## src/rtl/branch_predictor_q.sv

```systemverilog
// Saturating-counter branch predictor with an in-order outstanding-branch queue.
// Optional gshare indexing is enabled by defining BP_GSHARE_EN.
module branch_predictor_q #(
    parameter int IDX_W = 6,
    parameter int CNT_W = 2,
    parameter int Q_W   = 3,
    parameter int GHR_W = 6
) (
    input  logic          clk_in,
    input  logic          rst_in,
    input  logic          rdy_in,
    input  logic          pred_valid,
    input  logic [31:0]   pred_pc,
    input  logic [31:0]   pred_imm,
    input  logic          pred_len,
    output logic          pred_ready,
    output logic          need_branch,
    output logic [31:0]   branch_addr,
    input  logic          cdb_active,
    input  logic [31:0]   cdb_addr,
    input  logic [31:0]   cdb_val,
    output logic          predict_fail,
    output logic [31:0]   fail_addr,
    output logic [Q_W:0]  q_count
);

    localparam int              DEPTH    = 1 << Q_W;
    localparam int              BHT      = 1 << IDX_W;
    localparam logic [Q_W:0]    FULL     = (Q_W+1)'(DEPTH);
    localparam logic [CNT_W-1:0] CTR_INIT = CNT_W'((1 << (CNT_W-1)) - 1);
    localparam logic [CNT_W-1:0] CTR_MAX  = '1;

    function automatic logic [CNT_W-1:0] sat_update(input logic [CNT_W-1:0] c, input logic up);
        if (up)
            return (c == CTR_MAX) ? c : c + CNT_W'(1);
        else
            return (c == '0) ? c : c - CNT_W'(1);
    endfunction

    logic [CNT_W-1:0] ctr [BHT];

    logic [31:0]      q_pc   [DEPTH];
    logic [31:0]      q_alt  [DEPTH];
    logic             q_pred [DEPTH];
    logic [IDX_W-1:0] q_idx  [DEPTH];

    logic [Q_W-1:0]   front, rear;
    logic [IDX_W-1:0] idx;
    logic             taken, push, resolve, fail;
    logic [31:0]      seq_addr, tgt_addr, alt_addr;
    logic             unused_cdb_bits;

    assign unused_cdb_bits = ^cdb_val[31:1];

`ifdef BP_GSHARE_EN
    logic [GHR_W-1:0] ghr;
    assign idx = pred_pc[IDX_W:1] ^ IDX_W'(ghr);
`else
    localparam int unused_ghr_w = GHR_W;
    assign idx = pred_pc[IDX_W:1];
`endif

    assign pred_ready = (q_count != FULL);
    assign push       = rdy_in & pred_valid & pred_ready;
    assign taken      = ctr[idx][CNT_W-1];
    assign seq_addr   = pred_pc + (pred_len ? 32'd4 : 32'd2);
    assign tgt_addr   = pred_pc + pred_imm;
    assign alt_addr   = taken ? seq_addr : tgt_addr;

    assign need_branch = push & taken;
    assign branch_addr = push ? (taken ? tgt_addr : seq_addr) : 32'd0;

    // Resolution only ever looks at the oldest outstanding branch.
    assign resolve      = rdy_in & cdb_active & (q_count != '0) & (cdb_addr == q_pc[front]);
    assign fail         = resolve & (q_pred[front] != cdb_val[0]);
    assign predict_fail = fail;
    assign fail_addr    = fail ? q_alt[front] : 32'd0;

    always_ff @(posedge clk_in) begin
        if (rst_in) begin
            front   <= '0;
            rear    <= '0;
            q_count <= '0;
            for (int i = 0; i < BHT; i++)
                ctr[i] <= CTR_INIT;
`ifdef BP_GSHARE_EN
            ghr     <= '0;
`endif
        end else if (rdy_in) begin
            if (resolve) begin
                ctr[q_idx[front]] <= sat_update(ctr[q_idx[front]], cdb_val[0]);
`ifdef BP_GSHARE_EN
                ghr <= GHR_W'({ghr, cdb_val[0]});
`endif
            end
            // A mispredict squashes everything younger, including a same-cycle push.
            if (fail) begin
                front   <= '0;
                rear    <= '0;
                q_count <= '0;
            end else begin
                if (push)
                    rear <= rear + Q_W'(1);
                if (resolve)
                    front <= front + Q_W'(1);
                case ({push, resolve})
                    2'b10:   q_count <= q_count + (Q_W+1)'(1);
                    2'b01:   q_count <= q_count - (Q_W+1)'(1);
                    default: ;
                endcase
            end
        end
    end

    always_ff @(posedge clk_in) begin
        if (push && !fail) begin
            q_pc[rear]   <= pred_pc;
            q_alt[rear]  <= alt_addr;
            q_pred[rear] <= taken;
            q_idx[rear]  <= idx;
        end
    end

endmodule
```

## config.mk

```make
export PLATFORM = sky130hd
export DESIGN_NAME = branch_predictor_q
export DESIGN_NICKNAME = d
export VERILOG_FILES = /design/src/rtl/branch_predictor_q.sv
export SDC_FILE = /design/constraint.sdc
export NUM_CORES = 1
export LEC_CHECK = 0
export CORE_MARGIN = 2
export CORE_UTILIZATION = 51
export CTS_CLUSTER_DIAMETER = 100
export DETAILED_ROUTE_END_ITERATION = 10
export GPL_TIMING_DRIVEN = 0
export PLACE_DENSITY = 0.75
export RECOVER_POWER = 50
export SYNTH_ARGS = -nofsm -noshare
export SYNTH_HDL_FRONTEND = slang
export SYNTH_SLANG_ARGS = --single-unit
```

## constraint.sdc

```tcl
create_clock -name clk_in -period 9.5 [get_ports clk_in]
set_clock_uncertainty 0.05 [all_clocks]
set_input_delay 1.9 -clock clk_in [delete_from_list [all_inputs] [get_ports clk_in]]
set_output_delay 1.9 -clock clk_in [all_outputs]
set_load 0.02 [all_outputs]
```

==> flow_metrics.py <==
metrics = {
    "synth": {
        "synth_cell_types": 80,
        "synth-compound-area-share_pct": 6.13,
        "synth-main-ff-cell": "edfxtp_1",
        "synth_seq_cells": 661,
        "yosys.area.top_type_share_pct": 62.4,
        "synth.mux.area_fraction_pct": 15.0,
        "syn_area_um2": 31200,
        "async_reset_ff_share_pct": 0,
        "synth.avg_cell_area_um2": 15.3,
        "synthAdderAreaFrac_pct": 1.75,
        "synth_top_family_by_area": "multiplexers",
        "ys_top_cells_by_area": "edfxtp_1 62%, mux4_2 11%, mux2i_1 3.0%",
        "synth-edff-count": 648,
        "yosysTopAreaCell": "edfxtp_1",
        "synth_xor_area_share_pct": 2.53,
        "synth_warnings": 0,
        "seq_area_frac_synth_pct": 63.2,
        "syn_nets": 2218,
        "synth_cells": 2044,
        "yosys.area_share.simple_pct": 9.07,
    },
    "global_route": {
        "grt_max_degree": 26,
        "grt_pass1_wl_um": 137000,
        "grtUsageMet1_pct": 38.8,
        "use_met2_pct": 47.9,
        "grt_pass1_vias": 20761,
        "grt-busiest-layer": "met2",
        "met3_usage_pct": 6.76,
        "gr-total-overflow": 0,
        "antenna_found_initial": 7,
        "track_usage_pct": 29.9,
    },
    "clock_network": {
        "htreeDepth": 3,
        "clkLatencyLatePin_ps": 630,
        "cts_tree": "yes",
        "clk_path_buf_depth": 3,
        "cts_sinks": 661,
        "clk_pin_slew_ps": 50,
        "root_buffer": "clkbuf_16",
        "cts_setup_buffers": 0,
        "cts_buffers": 70,
    },
    "sta": {
        "period_needed_ps": 9400,
        "setup_viol": 0,
        "tns_ps": 0,
        "rsz0062_at_grt": "false",
        "relSlewSlack_pct": -62.6,
        "period_share_pct": 98.9,
        "fmax_mhz": 106,
        "slew_violations": 201,
        "worst_pin_slew_ps": 2420,
        "hold_violations": 0,
    },
    "critical_path": {
        "critPathTopFamily": "buffers and inverters",
        "crit_slowest_cell": "dlygate4sd3_1",
        "slowest_delay_ps": 930,
        "start_kind": "input port",
        "critPathKind": "input port to primary output",
        "path_cells": "dlygate4sd3_1 -> buf_1 -> clkbuf_2 -> mux4_2 -> mux4_2 -> mux4_2 -> buf_2 -> clkbuf_1 -> a211oi_1 -> clkdlybuf4s50_1",
        "cp-end-kind": "primary output",
        "arrival_ps": 7450,
        "cp_max_fo": 12,
        "cpMostUsedCell": "mux4_2",
        "worstPathRequired_ps": 7550,
        "crit_buf_inv": 6,
    },
    "route": {
        "via_count": 20914,
        "drt_iter0_markers": 2659,
        "drc": 0,
        "routedWlPerCell_um": 29.8,
        "viasPerCell": 6.62,
        "ant_nets": 0,
        "first_pass_iters": 9,
        "routed_wirelength_um": 94100,
    },
    "die": {
        "ios": 205,
        "rows": 90,
        "dieArea_um2": 63200,
        "initial_core_util_pct": 51.6,
        "dieWidth_um": 251,
        "die_y_um": 251,
        "core_um2": 60500,
    },
    "layout": {
        "final_common_cell": "edfxtp_1",
        "layout.nets": 2499,
        "drive_gt1_share_pct": 16.4,
        "syn2layout_area_growth_pct": 16.9,
        "final_cell_mix": "648 x edfxtp_1, 151 x mux4_2, 137 x clkdlybuf4s50_1",
        "fill_cells": 4486,
    },
    "power": {
        "power_w": 0.00682,
        "peakVddDrop_mv": 0.126,
        "power_density_nw_per_um2": 187,
        "cellLeakagePower_nw": 11.3,
    },
    "run_status": {
        "outcome": "finished, violations left",
        "violations": "max-capacitance violations, max-slew violations",
    },
    "placement": {
        "place.port_buffers": 173,
        "gp_congestion": 1.01,
        "hpwl_um": 65200,
    },
    "hold_path": {
        "hold_class": "flop to flop",
    },
    "run": {
        "maxCapViolCount": 10,
    },
}
worst register-to-register path: cells and delay by family (launching register included):
family / cells / cell delay (ps)
buf+inv: 7 / 5820
simple gates: 6 / 1260
mux: 1 / 1080
flops: 1 / 490
xor+xnor: 1 / 250
state kept, by name, summed over array words and instances, names as in the netlist, named ones only:
register	cells
ctr	128
front	3
q_alt	256
q_count	4
q_pc	256
q_pred	8
rear	3
routing by layer:
metal  vias up  wire length, um
met5         -               49
met4         8             5070
met3       298             9870
met2      1344            44400
met1     10530            34700
li1       8734                -
logic make-up after synthesis:
group           after synthesis
flops                       661
simple gates                546
compound gates              292
mux                         270
buf+inv                     143
xor+xnor                     90
fa+ha+maj                    42
Yosys cell counts (5+ instances only):
cell	count
edfxtp_1	648
mux4_2	151
nand2_1	112
nor2_1	112
nand3_1	98
mux2i_1	92
o21ai_0	91
nor3_1	76
xnor2_1	58
a21oi_1	56
clkbuf_1	52
ha_1	37
xor2_1	32
buf_2	30
nor3_2	28
a211oi_1	24
mux2_2	22
inv_1	19
and3_1	18
a21o_1	17
and2_1	17
buf_4	14
buf_6	14
nand2b_1	14
nand4_1	14
buf_1	13
dfxtp_1	13
a31oi_1	10
nor2b_1	10
a2111oi_0	9
o22ai_1	8
or3_1	8
nor4_1	7
o211ai_1	7
nand3b_1	6
or2_2	6
nor3_4	5
nor3b_1	5
o21bai_1	5
o31ai_1	5
stage by stage:
stage	cells	hold WS [ps]	area (um2)	worst slack (ps)	util, %
final	3161	452	36500	100	60.3
after global routing	3158	473	36500	75.5	60.3
after CTS	3157	452	36900	48.3	61.0
after detailed placement	3035	442	34600	-436	57.1
after global placement	2999	446	33900	-4620	56.1
after floorplan	2044	400	31200	1530	-
timing repair:
| item | in CTS | in global routing |
|---|---|---|
| pin swaps | 0 | 0 |
| gates resized for setup | 3 | 5 |
| hold buffers | 0 | 0 |
| endpoints found under the setup margin | 28 | 4 |
path summary, 6_finish.rpt:
check	from	to	slack (ps)	cells after the start
worst min register to register	front[1]$_SDFFE_PP0P_	front[1]$_SDFFE_PP0P_	450	2
worst max register to register	flop	q_pc[3][24]$_DFFE_PP_	220	15
worst max-delay path	pred_pc[2]	branch_addr[4]	100	10
worst min-delay path	front[1]$_SDFFE_PP0P_	front[1]$_SDFFE_PP0P_	450	2
power by group:
group | internal [W] | total (W) | switching (W)
Combinational | 0.000247 | 0.000729 | 0.000482
Clock | 0.00162 | 0.00276 | 0.00114
Sequential | 0.00332 | 0.00333 | 0.0000148
area by class of cell:
cell class / instances / area (um2) / area share [%]
Inverter: 20 / 75.1 / 0.206
Multi-Input combinational cell: 1240 / 10600 / 29.1
Tap cell: 782 / 978 / 2.68
Sequential cell: 661 / 19700 / 54.1
Clock buffer: 85 / 1850 / 5.07
Buffer: 123 / 629 / 1.73
Timing Repair Buffer: 209 / 2140 / 5.87
Antenna cell: 4 / 10.0 / 0.0274
Clock inverter: 37 / 450 / 1.23
Note: power is estimated with default switching activity, not from simulation.
